**src/rtl/conv_window_feeder.sv**
```systemverilog
// 3x3 sliding-window former for the SD4 MAC: raster pixels in, 72-bit windows out,
// with latched kernel/bias and MAC-latency-aligned result valid and frame-done tracking.
`timescale 1ns/1ps
module conv_window_feeder #(
    parameter int unsigned IMG_W   = 8,
    parameter int unsigned IMG_H   = 8,
    parameter int unsigned MAC_LAT = 5
) (
    input  logic        clk,
    input  logic        rst,
    input  logic        w_load,
    input  logic [35:0] w_in,
    input  logic [4:0]  bias_in,
    input  logic [7:0]  pix_in,
    input  logic        pix_valid,
    output logic        pix_ready,
    output logic [71:0] image,
    output logic [35:0] weight,
    output logic [4:0]  exp_bias,
    output logic        win_valid,
    output logic        out_valid,
    output logic        frame_done
);

    localparam int unsigned COL_W = $clog2(IMG_W);
    localparam int unsigned ROW_W = $clog2(IMG_H);
    localparam int unsigned CNT_W = $clog2(MAC_LAT + 1);

    localparam logic [1:0] S_IDLE   = 2'd0;
    localparam logic [1:0] S_STREAM = 2'd1;
    localparam logic [1:0] S_DRAIN  = 2'd2;

    logic [1:0]         state;
    logic [1:0]         state_next;
    logic [COL_W-1:0]   col;
    logic [ROW_W-1:0]   row;
    logic [CNT_W-1:0]   drain_cnt;
    logic [MAC_LAT-1:0] vld_dly;

    logic [7:0] line0 [IMG_W];
    logic [7:0] line1 [IMG_W];
    logic [7:0] win [9];
    logic [7:0] win_next [9];

    logic accept;
    logic last_col;
    logic last_row;
    logic emit;
    logic load_w;
    logic drain_done;

    // Next-state and strobe decode
    always_comb begin
        state_next = state;
        load_w     = 1'b0;
        drain_done = 1'b0;
        accept     = pix_valid && pix_ready;
        last_col   = (col == COL_W'(IMG_W - 1));
        last_row   = (row == ROW_W'(IMG_H - 1));
        emit       = accept && (row >= ROW_W'(2)) && (col >= COL_W'(2));
        case (state)
            S_IDLE: begin
                if (w_load) begin
                    load_w     = 1'b1;
                    state_next = S_STREAM;
                end
            end
            S_STREAM: begin
                if (accept && last_col && last_row) begin
                    state_next = S_DRAIN;
                end
            end
            S_DRAIN: begin
                // Drain counter starts at zero in the cycle of the final win_valid
                if (drain_cnt == CNT_W'(MAC_LAT - 1)) begin
                    drain_done = 1'b1;
                    state_next = S_IDLE;
                end
            end
            default: state_next = S_IDLE;
        endcase
    end

    // Window after shifting in the new right column (top to bottom: line1, line0, pixel)
    always_comb begin
        for (int r = 0; r < 3; r++) begin
            win_next[3*r]     = win[3*r + 1];
            win_next[3*r + 1] = win[3*r + 2];
        end
        win_next[2] = line1[col];
        win_next[5] = line0[col];
        win_next[8] = pix_in;
    end

    always_ff @(posedge clk or posedge rst) begin
        if (rst) begin
            state <= S_IDLE;
        end else begin
            state <= state_next;
        end
    end

    always_ff @(posedge clk or posedge rst) begin
        if (rst) begin
            pix_ready  <= 1'b0;
            image      <= '0;
            weight     <= '0;
            exp_bias   <= '0;
            win_valid  <= 1'b0;
            frame_done <= 1'b0;
            vld_dly    <= '0;
            col        <= '0;
            row        <= '0;
            drain_cnt  <= '0;
        end else begin
            pix_ready  <= (state_next == S_STREAM);
            win_valid  <= emit;
            frame_done <= drain_done;
            vld_dly    <= MAC_LAT'({vld_dly, win_valid});
            if (emit) begin
                image <= {win_next[0], win_next[1], win_next[2],
                          win_next[3], win_next[4], win_next[5],
                          win_next[6], win_next[7], win_next[8]};
            end
            if (load_w) begin
                weight   <= w_in;
                exp_bias <= bias_in;
            end
            if (accept) begin
                if (last_col) begin
                    col <= '0;
                    row <= last_row ? '0 : row + ROW_W'(1);
                end else begin
                    col <= col + COL_W'(1);
                end
            end
            if (state == S_DRAIN) begin
                drain_cnt <= drain_cnt + CNT_W'(1);
            end else begin
                drain_cnt <= '0;
            end
        end
    end

    // Line buffers and window carry no reset; validity comes from the counters
    always_ff @(posedge clk) begin
        if (accept) begin
            line1[col] <= line0[col];
            line0[col] <= pix_in;
            for (int i = 0; i < 9; i++) begin
                win[i] <= win_next[i];
            end
        end
    end

    assign out_valid = vld_dly[MAC_LAT-1];

endmodule

```
**config.mk**
```make
export PLATFORM = sky130hd
export DESIGN_NAME = conv_window_feeder
export DESIGN_NICKNAME = d
export VERILOG_FILES = /design/src/rtl/conv_window_feeder.sv
export SDC_FILE = /design/constraint.sdc
export NUM_CORES = 1
export LEC_CHECK = 0
export BUFFER_PORTS_ARGS = -buffer_cell sky130_fd_sc_hd__buf_2
export CELL_PAD_IN_SITES_DETAIL_PLACEMENT = 1
export CELL_PAD_IN_SITES_GLOBAL_PLACEMENT = 1
export CORE_UTILIZATION = 40
export CTS_CLUSTER_SIZE = 28
export DETAILED_ROUTE_END_ITERATION = 10
export GPL_TIMING_DRIVEN = 0
export PLACE_DENSITY = 0.66
export SLEW_MARGIN = 15
export SYNTH_ARGS = -nofsm -noshare
export SYNTH_HDL_FRONTEND = slang
export SYNTH_SLANG_ARGS = --single-unit
```
**constraint.sdc**
```tcl
create_clock -name clk -period 11.74 [get_ports clk]
set_clock_uncertainty 0.15 [all_clocks]
set_input_delay 1.174 -clock clk [delete_from_list [all_inputs] [get_ports clk]]
set_output_delay 1.174 -clock clk [all_outputs]
set_load 0.02 [all_outputs]
```
* Word-level counts from Yosys, hierarchy flattened
Memory sizes are Yosys's and may differ from the RTL's.
Index checks and enable logic that the tools add are counted.
** Storage, ports and cells
- Register bits after elaboration :: 132
- Latch bits :: 0
- Memory bits (writable) :: 200
- Memory bits (read-only) :: 0
- Word-level logic and storage cells :: 45
- Memories kept :: 3
** Memory list
- win :: depth 9, bits a word 8, read ports 6, clocked after memory_dff 0, write ports 9, RTL line 42 : logic [7:0] win [9];
- line0 :: depth 8, bits a word 8, read ports 1, clocked after memory_dff 0, write ports 1, RTL line 40 : logic [7:0] line0 [IMG_W];
- line1 :: depth 8, bits a word 8, read ports 1, clocked after memory_dff 0, write ports 1, RTL line 41 : logic [7:0] line1 [IMG_W];
** Cells by class
- $add $sub $neg :: 3
- $mul :: 0
- Divide/modulo/power cells :: 0
- Magnitude comparators :: 2
- Equality and inequality tests :: 6
- Shift-type cells :: 0
- Multiplexer cells :: 13
- Bitwise logic cells :: 0
- Reductions and logical operators :: 7
** Operator list (count)
- $add 3x1->3 const B :: 3
- $eq 3x3->1 const B :: 3
- $mux 3 :: 3
- $ge 3x2->1 const B :: 2
- $mux 1 :: 6
- $mux 2 :: 3
- $pmux 2 s3 :: 1
- $logic_and 1x1->1 :: 5
- $eq 2x1->1 const B :: 2
- $eq 2x2->1 const B :: 1
- $logic_not 2->1 :: 1
- $reduce_and 2->1 :: 1

* Logic depth before layout (Yosys ltp)
- Depth after elaboration :: 6
- Gate-level depth with buffers :: 9
- Mapped depth without buffers :: 5

* Worst setup path before layout
Ideal clock, no wire load.
- Path type :: input -> register
- Start point :: input port pix_valid
- End point :: memory line0[1][0] (enable)
- Setup time :: 409 ps
- Data arrival time :: 3806 ps
- Data required time :: 11181 ps
- Path slack :: 7374 ps
- Stages on the path :: 4
- Path buffers :: 0
- Cells stage by stage :: nand2_1 inv_1 nand2_1 nor3_1
** Between the ends
- Word-level cells in the longest chain between the ends :: 3
** RTL lines
- start: declaration :: RTL line 15 : input logic pix_valid,
- $logic_and 1x1->1 :: RTL line 57 : accept = pix_valid && pix_ready;
- named net accept :: RTL line 45 : logic accept;
- $mux 1 :: RTL line 147 : if (accept) begin
- $mux 1 (implied by the code) :: RTL line 149 : line0[col] <= pix_in;
- end: declaration :: RTL line 40
The timed path passes the listed nets, and every way through them passes these cells.

* Worst setup path in the final report
Same ends and word-level chain as after synthesis.

==> flow_summary.json <==
{
  "antenna_cells": 0,
  "yosys.cell_types.count": 24,
  "wl_mm": 25.4,
  "cts_tree": "built",
  "max_freq_ghz": 0.330,
  "avgViaCountPerCell": 4.83,
  "ant_nets": 0,
  "die_x_um": 172,
  "cts_root_buf": "clkbuf_16",
  "period_needed_ps": 3030,
  "hold_path.class": "reg -> reg",
  "crit_fanout": 23,
  "grt_overflow": 0,
  "worst_pin_slew_ps": 1030,
  "grt_max_degree": 71,
  "h-tree-depth": 2,
  "dieArea_um2": 29500,
  "hold_viol": 0,
  "seq_area_frac_synth": 0.745,
  "syn2layout_area_growth_pct": 23.4,
  "status": "completed",
  "cts_setup_buffers": 0,
  "routedWlPerCell_um": 20.5,
  "synth-async-reset-ratio": 0.429,
  "ios": 170,
  "antenna_found_initial": 0,
  "setup_ws_ps": 8710,
  "die_h_um": 172,
  "ys_ff_latch": 308,
  "core_um2": 28100,
  "clkTransAtPathRegs_ps": 60,
  "gp_congestion": 0.712,
  "synth-edff-count": 176,
  "cts_buffers": 35,
  "drc": 0,
  "layout-drive-gt1-share": 0.447,
  "post-place-ws_ps": 8140,
  "rsz0062_at_grt": "no",
  "synth_cells": 617,
  "maxCapViolCount": 0,
  "synth_common_cells": "edfxtp_1, dfrtp_1, mux2_2",
  "syn-num-nets": 677,
  "synth.largest_area_cell": "edfxtp_1",
  "ys.flop_type": "edfxtp_1",
  "maxSlewViolCount": 0,
  "nNetsFinal": 896,
  "insertion_delay_ps": 520,
  "portBuffers": 169,
  "rows": 61,
  "initial_core_util": 0.410,
  "slew_headroom": 0.315,
  "required_ps": 11800,
  "cellLeakagePower_nw": 6.03,
  "total_power_mw": 4.10,
  "track_usage": 0.176,
  "cts_resized": 0,
  "cts_hold_buf": 0,
  "num_vias": 5992,
  "firstDrtPassIters": 4,
  "setup_viol": 0,
  "fin_setup_tns_ps": 0,
  "clock_sinks": 308,
  "critPathLaunchType": "input pin",
  "critPathKind": "in -> reg",
  "peakVddDrop_mv": 0.117,
  "finalCritPeriodShare": 0.258,
  "yosys_warnings": 0,
  "grt_pass1_vias": 6609,
  "hpwl_mm": 17.8,
  "synth_area_um2": 11500,
  "grt_first_pass_wirelength_mm": 38.4,
  "clock_path_buffers": 3,
  "synthMostInstantiatedCell": "edfxtp_1",
  "synth_top_area_frac": 0.459,
  "power_density_nw_per_um2": 288,
  "end_kind": "flop",
  "cp.arrival_ps": 3090,
  "synth_area_leaders": "edfxtp_1, dfrtp_1, mux2_2",
  "syn-mean-instance-area_um2": 18.7,
  "drt_iter0_drc": 367
}
[layout make-up]
| class | count | area (µm²) |
|---|---|---|
| clock inverters | 17 | 171 |
| plain buffers | 25 | 206 |
| flip-flops and latches | 308 | 8590 |
| multi-input cells | 245 | 2610 |
| clock buffers | 47 | 1000 |
| repair buffers | 182 | 1020 |
| well taps | 378 | 473 |
| inverters | 39 | 151 |
| fillers | 2699 | 13900 |
[registers in the layout (all words and copies together), names as in the netlist]
signal / flops
line0: 64
frame_done: 1
line1: 64
win: 48
pix_ready: 1
vld_dly: 5
image: 72
col: 3
win_valid: 1
exp_bias: 5
row: 3
weight: 36
drain_cnt: 3
state: 2
[per-stage QoR]
step / util / std cells / cell area (µm²) / hold WS (ps)
global route: 0.506 / 1241 / 14200 / 210
global placement: 0.457 / 1164 / 12800 / 183
CTS: 0.506 / 1241 / 14200 / 207
finish: 0.506 / 1241 / 14200 / 204
floorplan: - / 617 / 11500 / 181
detailed placement: 0.464 / 1177 / 13000 / 187
[worst max-delay path, cell delays in order]
cell and delay, ps:
buf_2 90, nand2_1 230, inv_2 520, nand2_1 270, nor3_2 570, buf_6 230
[placed cells by master, fill, tap and decap left out, types with 9 or more instances in the layout]
cell type    n
mux2_2      99
edfxtp_1   176
buf_2      178
dfrtp_1    132
mux4_2      16
clkbuf_16   36
buf_4        9
nand2_1     11
inv_1       37
mux2i_1     80
[final timing paths]
check	to	start	slack, ps	cells after the start
max	line0[1][0]	pix_valid	8710	6
min	vld_dly[1]	vld_dly[0]	200	0
max reg2reg	image[46]	col[0]	9070	9
min reg2reg	vld_dly[1]	vld_dly[0]	200	0
max in group asynchronous	row[2]	rst	10060	3
min in group asynchronous	image[42]	rst	610	2
[per-layer routing]
| metal | global-route usage | vias up | wire length [µm] |
|---|---|---|---|
| met1 | 0.219 | 3044 | 10700 |
| met4 | 0.0481 | 0 | 379 |
| li1 | - | 2713 | - |
| met5 | 0 | - | 0 |
| met3 | 0.0359 | 34 | 1550 |
| met2 | 0.310 | 201 | 12800 |
[report_power, final]
group | switching (mW) | internal (mW) | total, mW
sequential | 0.142 | 1.56 | 1.70
clock | 0.421 | 0.667 | 1.09
combinational | 0.784 | 0.530 | 1.31
total | 1.35 | 2.75 | 4.10
[cell families after synthesis]
family,after synthesis,share of synthesized area
compound gates,6,0.00358
xor+xnor,1,0.000760
fa+ha+maj,7,0.00760
buf+inv,64,0.0306
flops,308,0.745
mux,195,0.198
simple gates,36,0.0146
Power figures use the tool's default switching activity.
